[config.mk]
export PLATFORM = sky130hd
export DESIGN_NAME = nd_1to2
export DESIGN_NICKNAME = d
export VERILOG_FILES = /design/src/rtl/nd_1to2.sv
export SDC_FILE = /design/constraint.sdc
export NUM_CORES = 1
export LEC_CHECK = 0
export CORE_ASPECT_RATIO = 1.75
export CORE_MARGIN = 4
export CORE_UTILIZATION = 38
export DETAILED_ROUTE_END_ITERATION = 16
export GPL_TIMING_DRIVEN = 1
export PLACE_DENSITY = 0.53
export RECOVER_POWER = 50
export REMOVE_ABC_BUFFERS = 1
export SKIP_CTS_REPAIR_TIMING = 1
export SYNTH_ARGS = -nofsm -noshare
export SYNTH_HDL_FRONTEND = slang
export SYNTH_SLANG_ARGS = --single-unit
[constraint.sdc]
create_clock -name i_clk -period 5.8 [get_ports i_clk]
set_input_delay 0.87 -clock i_clk [delete_from_list [all_inputs] [get_ports i_clk]]
set_output_delay 0.87 -clock i_clk [all_outputs]
set_load 0.005 [all_outputs]
[src/rtl/nd_1to2.sv]
// nd_1to2: one inbound four-phase channel routed to two outbound channels by address.
// Each output owns a FIFO, so one stalled consumer only blocks the input once its FIFO fills.
module nd_1to2 #(
  parameter int FSZ = 4,
  parameter int ASZ = 4,
  parameter int DSZ = 8,
  parameter int RSZ = 4
) (
  input  logic           i_clk,
  input  logic           reset,
  output logic           ready,
  input  logic           rcv0_req,
  output logic           rcv0_ack,
  input  logic [ASZ-1:0] rcv0_addr,
  input  logic [DSZ-1:0] rcv0_dat,
  input  logic [RSZ-1:0] rcv0_red,
  output logic           snd0_req,
  input  logic           snd0_ack,
  output logic [ASZ-1:0] snd0_addr,
  output logic [DSZ-1:0] snd0_dat,
  output logic [RSZ-1:0] snd0_red,
  output logic           snd1_req,
  input  logic           snd1_ack,
  output logic [ASZ-1:0] snd1_addr,
  output logic [DSZ-1:0] snd1_dat,
  output logic [RSZ-1:0] snd1_red
);
  localparam int PW = $clog2(FSZ);
  localparam int MW = ASZ + DSZ + RSZ;
  localparam logic [ASZ-1:0] SPLIT_ADDR = {1'b1, {(ASZ-1){1'b0}}};
  localparam logic [PW:0] PTR_ONE = (PW+1)'(1);

  logic [MW-1:0] mem [2][FSZ];
  logic [PW:0]   head [2];
  logic [PW:0]   tail [2];
  logic [MW-1:0] msg [2];
  logic [1:0]    req;
  logic [1:0]    busy;
  logic [1:0]    full;
  logic [1:0]    empty;
  logic [1:0]    out_ack;
  logic          tgt;

  // Pointers carry one extra wrap bit so full and empty are distinguishable.
  always_comb begin
    out_ack = {snd1_ack, snd0_ack};
    tgt     = (rcv0_addr >= SPLIT_ADDR);
    full    = '0;
    empty   = '0;
    for (int k = 0; k < 2; k++) begin
      empty[k] = (head[k] == tail[k]);
      full[k]  = (head[k][PW] != tail[k][PW]) &&
                 (head[k][PW-1:0] == tail[k][PW-1:0]);
    end
  end

  always_ff @(posedge i_clk) begin
    if (reset || !ready) begin
      ready    <= !reset;
      rcv0_ack <= 1'b0;
      req      <= '0;
      busy     <= '0;
      for (int k = 0; k < 2; k++) begin
        head[k] <= '0;
        tail[k] <= '0;
        msg[k]  <= '0;
      end
    end else begin
      if (rcv0_req && !rcv0_ack && !full[tgt]) begin
        mem[tgt][head[tgt][PW-1:0]] <= {rcv0_addr, rcv0_dat, rcv0_red};
        head[tgt] <= head[tgt] + PTR_ONE;
        rcv0_ack  <= 1'b1;
      end else if (!rcv0_req && rcv0_ack) begin
        rcv0_ack <= 1'b0;
      end

      // busy stays set until the receiver drops ack, closing the four-phase cycle.
      for (int k = 0; k < 2; k++) begin
        if (req[k]) begin
          if (out_ack[k]) req[k] <= 1'b0;
        end else if (busy[k]) begin
          if (!out_ack[k]) busy[k] <= 1'b0;
        end else if (!empty[k] && !out_ack[k]) begin
          msg[k]  <= mem[k][tail[k][PW-1:0]];
          tail[k] <= tail[k] + PTR_ONE;
          req[k]  <= 1'b1;
          busy[k] <= 1'b1;
        end
      end
    end
  end

  assign snd0_req = req[0];
  assign snd1_req = req[1];
  assign {snd0_addr, snd0_dat, snd0_red} = msg[0];
  assign {snd1_addr, snd1_dat, snd1_red} = msg[1];

endmodule

* After elaboration in Yosys (flattened, before gate mapping)
Memory sizes are Yosys's and may differ from the RTL's.
Index checks and enable logic that the tools add are counted.
** Storage, ports and cells
- Register bits after elaboration :: 6
- Bits in writable memories :: 172
- Word-level logic and storage cells :: 94
- Input port bits :: 21
- Memories kept :: 4
** Memories
- mem :: words 2, width 64, read ports 2, clocked after memory_dff 0, wr ports 1, line 33 : logic [MW-1:0] mem [2][FSZ];
- msg :: words 2, width 16, read ports 2, clocked after memory_dff 0, wr ports 2, line 36 : logic [MW-1:0] msg [2];
- head :: words 2, width 3, read ports 3, clocked after memory_dff 0, wr ports 2, line 34 : logic [PW:0] head [2];
- tail :: words 2, width 3, read ports 2, clocked after memory_dff 0, wr ports 2, line 35 : logic [PW:0] tail [2];
** Cells by class
- Reductions and logical operators :: 20
- Equal/unequal tests :: 6
- Mux-type cells :: 43
- Bitwise gates (word level) :: 7
- $lt $le $gt $ge :: 6
- Add/sub/neg operators :: 3
** Operators with widths (number)
- $mux 16 :: 7
- $bmux 16 s2 :: 2
- $mux 64 :: 1
- $demux 16 s2 :: 1
- $mux 1 :: 29
- $add 3x1->3 const B :: 3
- $ge 3x3->1 const B :: 3
- $logic_not 1->1 :: 9
- $mux 3 :: 3
- $not 2->3 :: 3
- $logic_and 1x1->1 :: 8
- $eq 3x3->1 :: 2
- $eq 2x2->1 :: 2
- $ge 4x4->1 const B :: 1
- $or 1x1->1 :: 4
- $lt 3x1->1 const B :: 1
- $reduce_or 3->1 :: 1
- $lt 1x2->1 const B :: 1
- $ne 1x1->1 :: 2
- $reduce_bool 2->1 :: 1
- $logic_or 1x1->1 :: 1

* Depth between registers and ports, before layout
Gate-level depths: netlist of run 1.
- Depth in word-level cells :: 11
- Depth in mapped cells :: 6

* Worst setup path after synthesis of run 1
No wires, ideal clock.
- Path kind :: in2reg
- From :: in rcv0_addr[3]
- To :: mem mem[0][48] (netlist bit), enable pin
- Required time :: 5.426 ns
- Path slack :: 3.431 ns
- Library setup time :: 0.374 ns
- Stages :: 4
- Path buffers :: 1
- Data arrival time :: 1.995 ns
- Cells stage by stage :: clkbuf_1 > mux2i_1 > ha_1 > and2_1
** On the way
- Longest elaborated chain between the ends :: 8
- Elaborated cells between the ends (all ways) :: 15
- Those cells by class :: order compare: 3; mux: 7; bitwise: 1; reduce/logical: 3; memory: 1
** RTL lines
- from (decl) :: line 14 : input logic [ASZ-1:0] rcv0_addr,
- $ge 4x4->1 (*) :: line 47 : tgt = (rcv0_addr >= SPLIT_ADDR);
- $mem_v2 2x3 / $mux 1 (equally long branches)
- $not 2->3 (implied by the code) / $mux 1 (equally long branches) :: line 70, 69
- $ge 3x3->1 (implied by the code), or another cell as far along :: line 70 : mem[tgt][head[tgt][PW-1:0]] <= {rcv0_addr, rcv0_dat, rcv0_red};
- $logic_and 1x1->1, on equally long branches :: line 70, 69
- $mux 16 (implied by the code) / $mux 1 (equally long branches) :: line 70, 69
- $demux 16 s2 / $mux 1 (equally long branches) :: line 70, 58
- $mux 64 (implied by the code) :: line 70
- to (decl) :: line 33
Mark *: on every way between the ends. The rest lies on a longest branch, timed or not. The select of a mux whose other input is x is not followed.

==> results.cfg, run 1 <==
[run_status]
status = complete, but fails checks
violations = max-capacitance violations, max-slew violations

[finish]
fillers = 1594
layout-drive-gt1-share = 0.173
register_area_sq_um = 5300
multi_input_area_sq_um = 1580
fin_nets = 459
syn_to_final_growth_pct = 18.6
diodes = 0

[critical_path]
crit_start = tail[0][4]
worstSetupEndpoint = msg[0][7]
worstSetupPathType = reg -> reg
path_cells = xor2_1 > o31ai_4 > clkbuf_1 > a21oi_1
critPathArrivalTime_ns = 3.63
critical-path-top-delay-family = buffers and inverters
rr_worst_depth = 4
worstReg2RegStart = tail[0][4]
cp_num_buf_inv = 1
worst-path-max-fanout = 40
cp-start-kind = flip-flop
reg2reg_slack_ns = 2.27
required_ns = 5.90
reg2reg_to = msg[0][7]
path_depth = 4
end_kind = flip-flop
slowest_stage = clkbuf_1
cpPeakStageDelay_ns = 1.40

[global_route]
grt_usage = 0.137
antenna_found_initial = 0
grt_pass1_vias = 3686
grt_overflow = 0
grt_start_max_net_pins = 41
grt_pass1_wl_um = 21500

[worst_hold_path]
hp-class = reg -> reg

[sta]
drv_slew = 41
min_period_over_period = 0.608
fmax_ghz = 0.284
tightest_slew_ns = 1.91
final.setup_skew_ns = 0.0112
setup-tns-final_ns = 0
hold_viol_final = 0
slew_headroom = -0.273
finalWorstSetupSlack_ns = 2.27
setup-violations-final = 0
layout_min_cycle_time_ns = 3.53
rsz0062_at_grt = no

[synthesis]
synth_edf_count = 173
yosysTopAreaCellShare = 0.733
async_flop_share = 0
ys_seq_area_frac = 0.747
synth_ff_type = edfxtp_1
yosys.area.top_type = edfxtp_1
ys_types = 34
yosys-top-cells-area = edfxtp_1 73%, mux4_2 10%, a21oi_1 2.6%
synthesis.area_sq_um = 7080
yosysWarningCount = 0
synthesis.instances = 374
syn_avg_cell_area_sq_um = 18.9
ys_ff_latch = 178

[detailed_routing]
vias = 3418
wl_per_cell_um = 20.2
post_drt_via_cell_ratio = 5.03
ant_nets = 0
drt_drc_violations_left = 0
wl_um = 13700
firstDrtPassIters = 4
drtIter0Drc = 216

[floorplanning]
boundaryPins = 57
die_h_um = 189
start_util = 0.389
die_x_um = 111
num_rows = 65
design.die.area_sq_um = 21000
core_region_area_sq_um = 18200

[clock_tree]
clock_sinks = 178
clock_path_buffers = 2
ctsRootBufferMaster = clkbuf_16
cts_tree = yes
clock_latency_ns = 0.43
cts_buffers = 17
h-tree-depth = 4
path_clk_slew_ns = 0.07

[power]
peakVddDrop_v = 0.000200
p_per_area_nw_per_um2 = 352
p_leak_nw = 2.83

[place]
place_hpwl_um = 9110
gp_congestion = 0.742
numPortBuffers = 56
dp_slack_ns = 2.32

[run]
maxCapViolCount = 1
[layout make-up]
| cell class | count | area share |
|---|---|---|
| Sequential cell | 178 | 0.630 |
| Tap cell | 234 | 0.0349 |
| Clock inverter | 15 | 0.0219 |
| Timing Repair Buffer | 61 | 0.0707 |
| Clock buffer | 17 | 0.0506 |
| Multi-Input combinational cell | 167 | 0.188 |
| Inverter | 7 | 0.00313 |
[worst min-delay path by stage]
stage                     startpoint      end  slack [ns]  cells after the start
after global placement       busy[1]  busy[1]        0.47                      2
final                        busy[1]  busy[1]        0.48                      2
after global routing         busy[0]  busy[0]        0.52                      2
after floorplan              busy[1]  busy[1]        0.45                      2
after CTS                    busy[1]  busy[1]        0.48                      2
after detailed placement     busy[1]  busy[1]        0.47                      2
[placed cells by master (no fill, tap or decap), drive strengths merged, types with 6 or more instances in the layout]
cell type,instances
a21oi,37
and2,10
clkbuf,18
dlygate4sd3,53
edfxtp,173
ha,6
inv,15
mux4,32
nand2,39
xnor2,8
xor2,6
[routing by layer]
metal  vias up  GRT usage  wire (um)
li1       1586          -          -
met1      1762      0.171       5990
met2        55      0.232       7090
met3        15     0.0280        378
met4         0     0.0571        258
met5         -          0          0
[per-stage QoR]
step / hold slack, ns / cell area (sq um) / instances / power (mW) / utilization
CTS: 0.484 / 8420 / 679 / 3.01 / 0.462
global placement: 0.469 / 7810 / 647 / 1.85 / 0.429
detailed placement: 0.474 / 7810 / 647 / 1.85 / 0.429
floorplan: 0.455 / 6920 / 352 / 1.69 / -
finish: 0.479 / 8400 / 679 / 2.96 / 0.461
global route: 0.524 / 8400 / 679 / 3.07 / 0.461
[worst min-delay path, stage by stage, from the launching register on]
cell and delay, ns:
dfxtp_1 0.31, o21ai_0 0.07, a21oi_1 0.06
[cells in the mapped netlist, types with 2 or more instances]
cell,n
buf_4,7
xor2_1,2
mux2i_1,2
o31ai_4,2
a211oi_2,4
a21oi_1,37
o21ai_0,2
xor2_2,4
dfxtp_1,5
o311a_1,2
nand2_1,39
and2_1,10
mux4_2,32
edfxtp_1,173
buf_6,6
inv_1,6
buf_2,2
clkbuf_1,6
nor3_1,2
nor2_1,5
xnor2_1,8
ha_1,6
[registers in the layout (all words and copies together) (netlist names)]
signal	flops
busy	2
req	2
ready	1
head	6
mem	128
msg	32
rcv0_ack	1
tail	6
[power by group]
part / internal (mW) / switching, mW
logic: 0.137 / 0.161
registers: 1.47 / 0.0337
clock network: 0.623 / 0.537
total: 2.23 / 0.732
[kinds of logic (layout without fill, tap and decap cells)]
| family | after synthesis | in the layout | share of synthesized area |
|---|---|---|---|
| DFF | 178 | 178 | 0.747 |
| and+or+nand+nor | 61 | 61 | 0.0392 |
| AOI/OAI and AO/OA | 52 | 52 | 0.0493 |
| muxes | 34 | 34 | 0.105 |
| buffers and inverters | 29 | 100 | 0.0274 |
| xor gates and xnor gates | 14 | 14 | 0.0215 |
| adders and majority gates | 6 | 6 | 0.0106 |
Note: power is estimated with default switching activity, not from simulation.
==> run 2: changes to the inputs <==
PLACE_DENSITY = 0.55   (was 0.53)
clock period = 3.2 ns   (was 5.8 ns; I/O delays follow)
==> results.cfg, run 2 (synthesized netlist as in run 1, its figures left out) <==
[run_status]
status = completed

[global_route]
grt_usage = 0.143
grt-busiest-layer = met2
use_met2 = 0.246
antenna_found_initial = 0
met1_usage = 0.175
grtUsageMet3 = 0.0312
grt_pass1_vias = 3775
grt_pass1_wl_um = 22300
grt_overflow = 0
grt_start_max_net_pins = 41

[detailed_routing]
wl_per_cell_um = 20.7
post_drt_via_cell_ratio = 5.09
vias = 3514
drtIter0Drc = 137
ant_nets = 0
wl_um = 14300
drt_drc_violations_left = 0
firstDrtPassIters = 4

[place]
place_area_sq_um = 7900
place_hpwl_um = 9590
numPortBuffers = 56
gp_congestion = 0.818
dp_cells = 659

[finish]
final_cell_count_no_fill = 691
largest_reg_flops = 128
fillers = 1621
layout-drive-gt1-share = 0.193
fin_nets = 471
diodes = 0
layout_common_cells = 173 x edfxtp_1, 49 x dlygate4sd3_1, 39 x nand2_1, 37 x a21oi_1, 32 x mux4_2
multi_input_area_sq_um = 1580
register_area_sq_um = 5300
final_common_cell = edfxtp_1
syn_to_final_growth_pct = 19.5
final_cell_area_sq_um = 8470

[worst_hold_path]
hp-class = reg -> reg

[floorplanning]
design.die.area_sq_um = 21000
die_x_um = 111
boundaryPins = 57
core_region_area_sq_um = 18200
start_util = 0.389
num_rows = 65
die_h_um = 189

[sta]
hold_ws_ns = 0.487
min_period_over_period = 0.782
setup-violations-final = 0
layout_min_cycle_time_ns = 2.50
final.setup_skew_ns = 0.00957
tightest_slew_ns = 0.905
hold_viol_final = 0
fmax_ghz = 0.399
rsz0062_at_grt = no
slew_headroom = 0.397
drv_slew = 0

[power]
switchingPower_mw = 1.27
p_leak_nw = 2.87
p_sw_frac = 0.237
p_per_area_nw_per_um2 = 633
peakVddDrop_v = 0.000306
combPwrFrac = 0.109
p_seq_frac = 0.503
p_int_mw = 4.09
clkPwrFrac = 0.388

[critical_path]
worstSetupPathType = in -> reg
worst-path-max-fanout = 40
cp-start-kind = input port
required_ns = 3.25
critPathArrivalTime_ns = 2.55
end_kind = flip-flop

[run]
maxCapViolCount = 0

[clock_tree]
clock_sinks = 178
ctsRootBufferMaster = clkbuf_16
path_clk_slew_ns = 0.07
h-tree-depth = 4
cts_buffers = 17
clock_path_buffers = 2
cts_tree = yes
clock_latency_ns = 0.42
run 2: power groups by stage:
stage,sequential (mW),combinational (mW),clock [mW]
2_1_floorplan,2.79,0.275,0
3_3_place_gp,2.75,0.627,0
3_5_place_dp,2.75,0.633,0
4_1_cts,2.70,0.635,2.13
5_1_grt,2.71,0.640,2.22
6_report,2.70,0.586,2.08
run 2: layout make-up:
class                           instances  share of cell area
Tap cell                              234              0.0346
Inverter                                7             0.00310
Multi-Input combinational cell        167               0.187
Clock inverter                         15              0.0201
Sequential cell                       178               0.625
Timing Repair Buffer                   73              0.0797
Clock buffer                           17              0.0503
run 2: worst paths after layout:
check | startpoint | end | slack (ns) | cells after the start
setup / recovery | reset | msg[0][0] | 0.70 | 5
hold / removal | busy[1] | busy[1] | 0.49 | 2
setup reg to reg | ready | msg[0][0] | 0.82 | 4
hold reg to reg | busy[1] | busy[1] | 0.49 | 2
run 2: per-layer routing:
metal  wire [um]  share of wire  vias up
met5           0              0        -
met4         284          0.020        0
met3         531          0.037       15
met2        7650           0.53       73
met1        5860           0.41     1820
li1            -              -     1606
run 2: stage by stage:
step | worst slack [ns] | setup TNS [ns] | utilization | total power, mW
floorplan | -0.0548 | -1.97 | - | 3.07
global placement | 0.534 | 0 | 0.434 | 3.38
detailed placement | 0.505 | 0 | 0.434 | 3.38
CTS | 0.890 | 0 | 0.466 | 5.47
global route | 0.541 | 0 | 0.465 | 5.57
finish | 0.696 | 0 | 0.465 | 5.36
run 2: worst max-delay path: stages:
cell and delay [ns]:
dlygate4sd3_1 0.56, nor2b_1 0.07, clkbuf_2 0.53, nand2_1 0.24, clkbuf_1 0.64
==> run 3: changes to the inputs <==
clock period = 2.2 ns   (was 3.2 ns; I/O delays follow)
==> results.cfg, run 3 (synthesized netlist as in run 1, its figures left out) <==
[power]
p_sw_frac = 0.254
p_int_mw = 5.80
combPwrFrac = 0.114
peakVddDrop_v = 0.000704
clkPwrFrac = 0.381
p_per_area_nw_per_um2 = 896
p_leak_nw = 2.95
switchingPower_mw = 1.98
p_seq_frac = 0.504

[sta]
slew_headroom = 0.487
hold_ws_ns = 0.466
drv_slew = 0
rsz0062_at_grt = no
layout_min_cycle_time_ns = 1.93
final.setup_skew_ns = 0.00968
fmax_ghz = 0.518
min_period_over_period = 0.877
tightest_slew_ns = 0.768
hold_viol_final = 0
setup-violations-final = 0

[critical_path]
worstSetupPathType = in -> reg
cp-start-kind = input port
required_ns = 2.34
end_kind = flip-flop
worst-path-max-fanout = 13
critPathArrivalTime_ns = 2.07

[finish]
layout-drive-gt1-share = 0.217
register_area_sq_um = 5300
fillers = 1567
final_common_cell = edfxtp_1
final_cell_area_sq_um = 8680
largest_reg_flops = 128
multi_input_area_sq_um = 1600
diodes = 0
syn_to_final_growth_pct = 22.5
fin_nets = 483
layout_common_cells = 173 x edfxtp_1, 49 x dlygate4sd3_1, 39 x nand2_1, 37 x a21oi_1, 32 x mux4_2

[global_route]
antenna_found_initial = 0
grt_usage = 0.143
grt_overflow = 0
grt_start_max_net_pins = 30
grt_pass1_vias = 3796
grt_pass1_wl_um = 22300

[detailed_routing]
firstDrtPassIters = 5
vias = 3577
ant_nets = 0
drt_drc_violations_left = 0
drtIter0Drc = 178
wl_um = 14300
post_drt_via_cell_ratio = 5.09
wl_per_cell_um = 20.3

[floorplanning]
start_util = 0.389
core_region_area_sq_um = 18200
design.die.area_sq_um = 21000
die_x_um = 111
num_rows = 65
boundaryPins = 57
die_h_um = 189

[clock_tree]
clock_path_buffers = 2
clock_latency_ns = 0.43
cts_buffers = 17
cts_tree = yes
ctsRootBufferMaster = clkbuf_16
clock_sinks = 178
h-tree-depth = 4
path_clk_slew_ns = 0.07

[run_status]
status = completed

[run]
maxCapViolCount = 0

[place]
numPortBuffers = 56
place_hpwl_um = 9670
gp_congestion = 0.804
place_area_sq_um = 8100

[worst_hold_path]
hp-class = in -> reg
[run 3: cell count changes in the layout (fill, tap and decap cells not counted), sizes merged]
cell | before | now
bufinv | 2 | 0
clkinvlp | 3 | 2
clkinv | 4 | 7
clkbuf | 21 | 22
buf | 13 | 24
[run 3: layer usage]
metal / vias up / track usage / wire length, um
met5: - / 0 / 0
met4: 0 / 0.0623 / 350
met3: 21 / 0.0270 / 332
met2: 58 / 0.241 / 7520
met1: 1863 / 0.180 / 6080
li1: 1635 / - / -
[run 3: layout make-up]
type,instances,share of cell area
flip-flops and latches,178,0.610
multi-input cells,167,0.184
well taps,234,0.0337
inverters,7,0.00303
clock buffers,17,0.0490
clock inverters,15,0.0192
repair buffers,85,0.101
[run 3: path summary, 6_finish.rpt]
path,start,to,slack (ns),depth (start not counted)
worst max register to register,tail[0][2],msg[0][28],0.32,4
worst min-delay path,rcv0_req,rcv0_ack,0.47,3
worst max-delay path,reset,head[1][0],0.27,4
worst min register to register,busy[1],busy[1],0.49,2
[run 3: stage by stage]
step / util / total power [mW] / worst slack (ns) / std cells / TNS, ns
global placement: 0.445 / 4.94 / 0.0814 / 671 / 0
global route: 0.476 / 8.08 / 0.141 / 703 / 0
floorplan: - / 4.46 / -1.05 / 352 / -70.62
CTS: 0.477 / 7.92 / 0.311 / 703 / 0
detailed placement: 0.445 / 4.95 / 0.0495 / 671 / 0
finish: 0.476 / 7.78 / 0.270 / 703 / 0
[run 3: power groups by stage]
| stage | Combinational [mW] | Sequential [mW] | Clock, mW |
|---|---|---|---|
| final | 0.889 | 3.92 | 2.97 |
| after CTS | 0.951 | 3.93 | 3.04 |
| after detailed placement | 0.947 | 4.00 | 0 |
| after floorplan | 0.401 | 4.06 | 0 |
| after global placement | 0.939 | 4.00 | 0 |
| after global routing | 0.971 | 3.94 | 3.17 |
[run 3: critical path, cell delays in order]
cell and delay, ns:
dlygate4sd3_1 0.57, nor2b_1 0.61, clkbuf_2 0.39, nand2_1 0.16
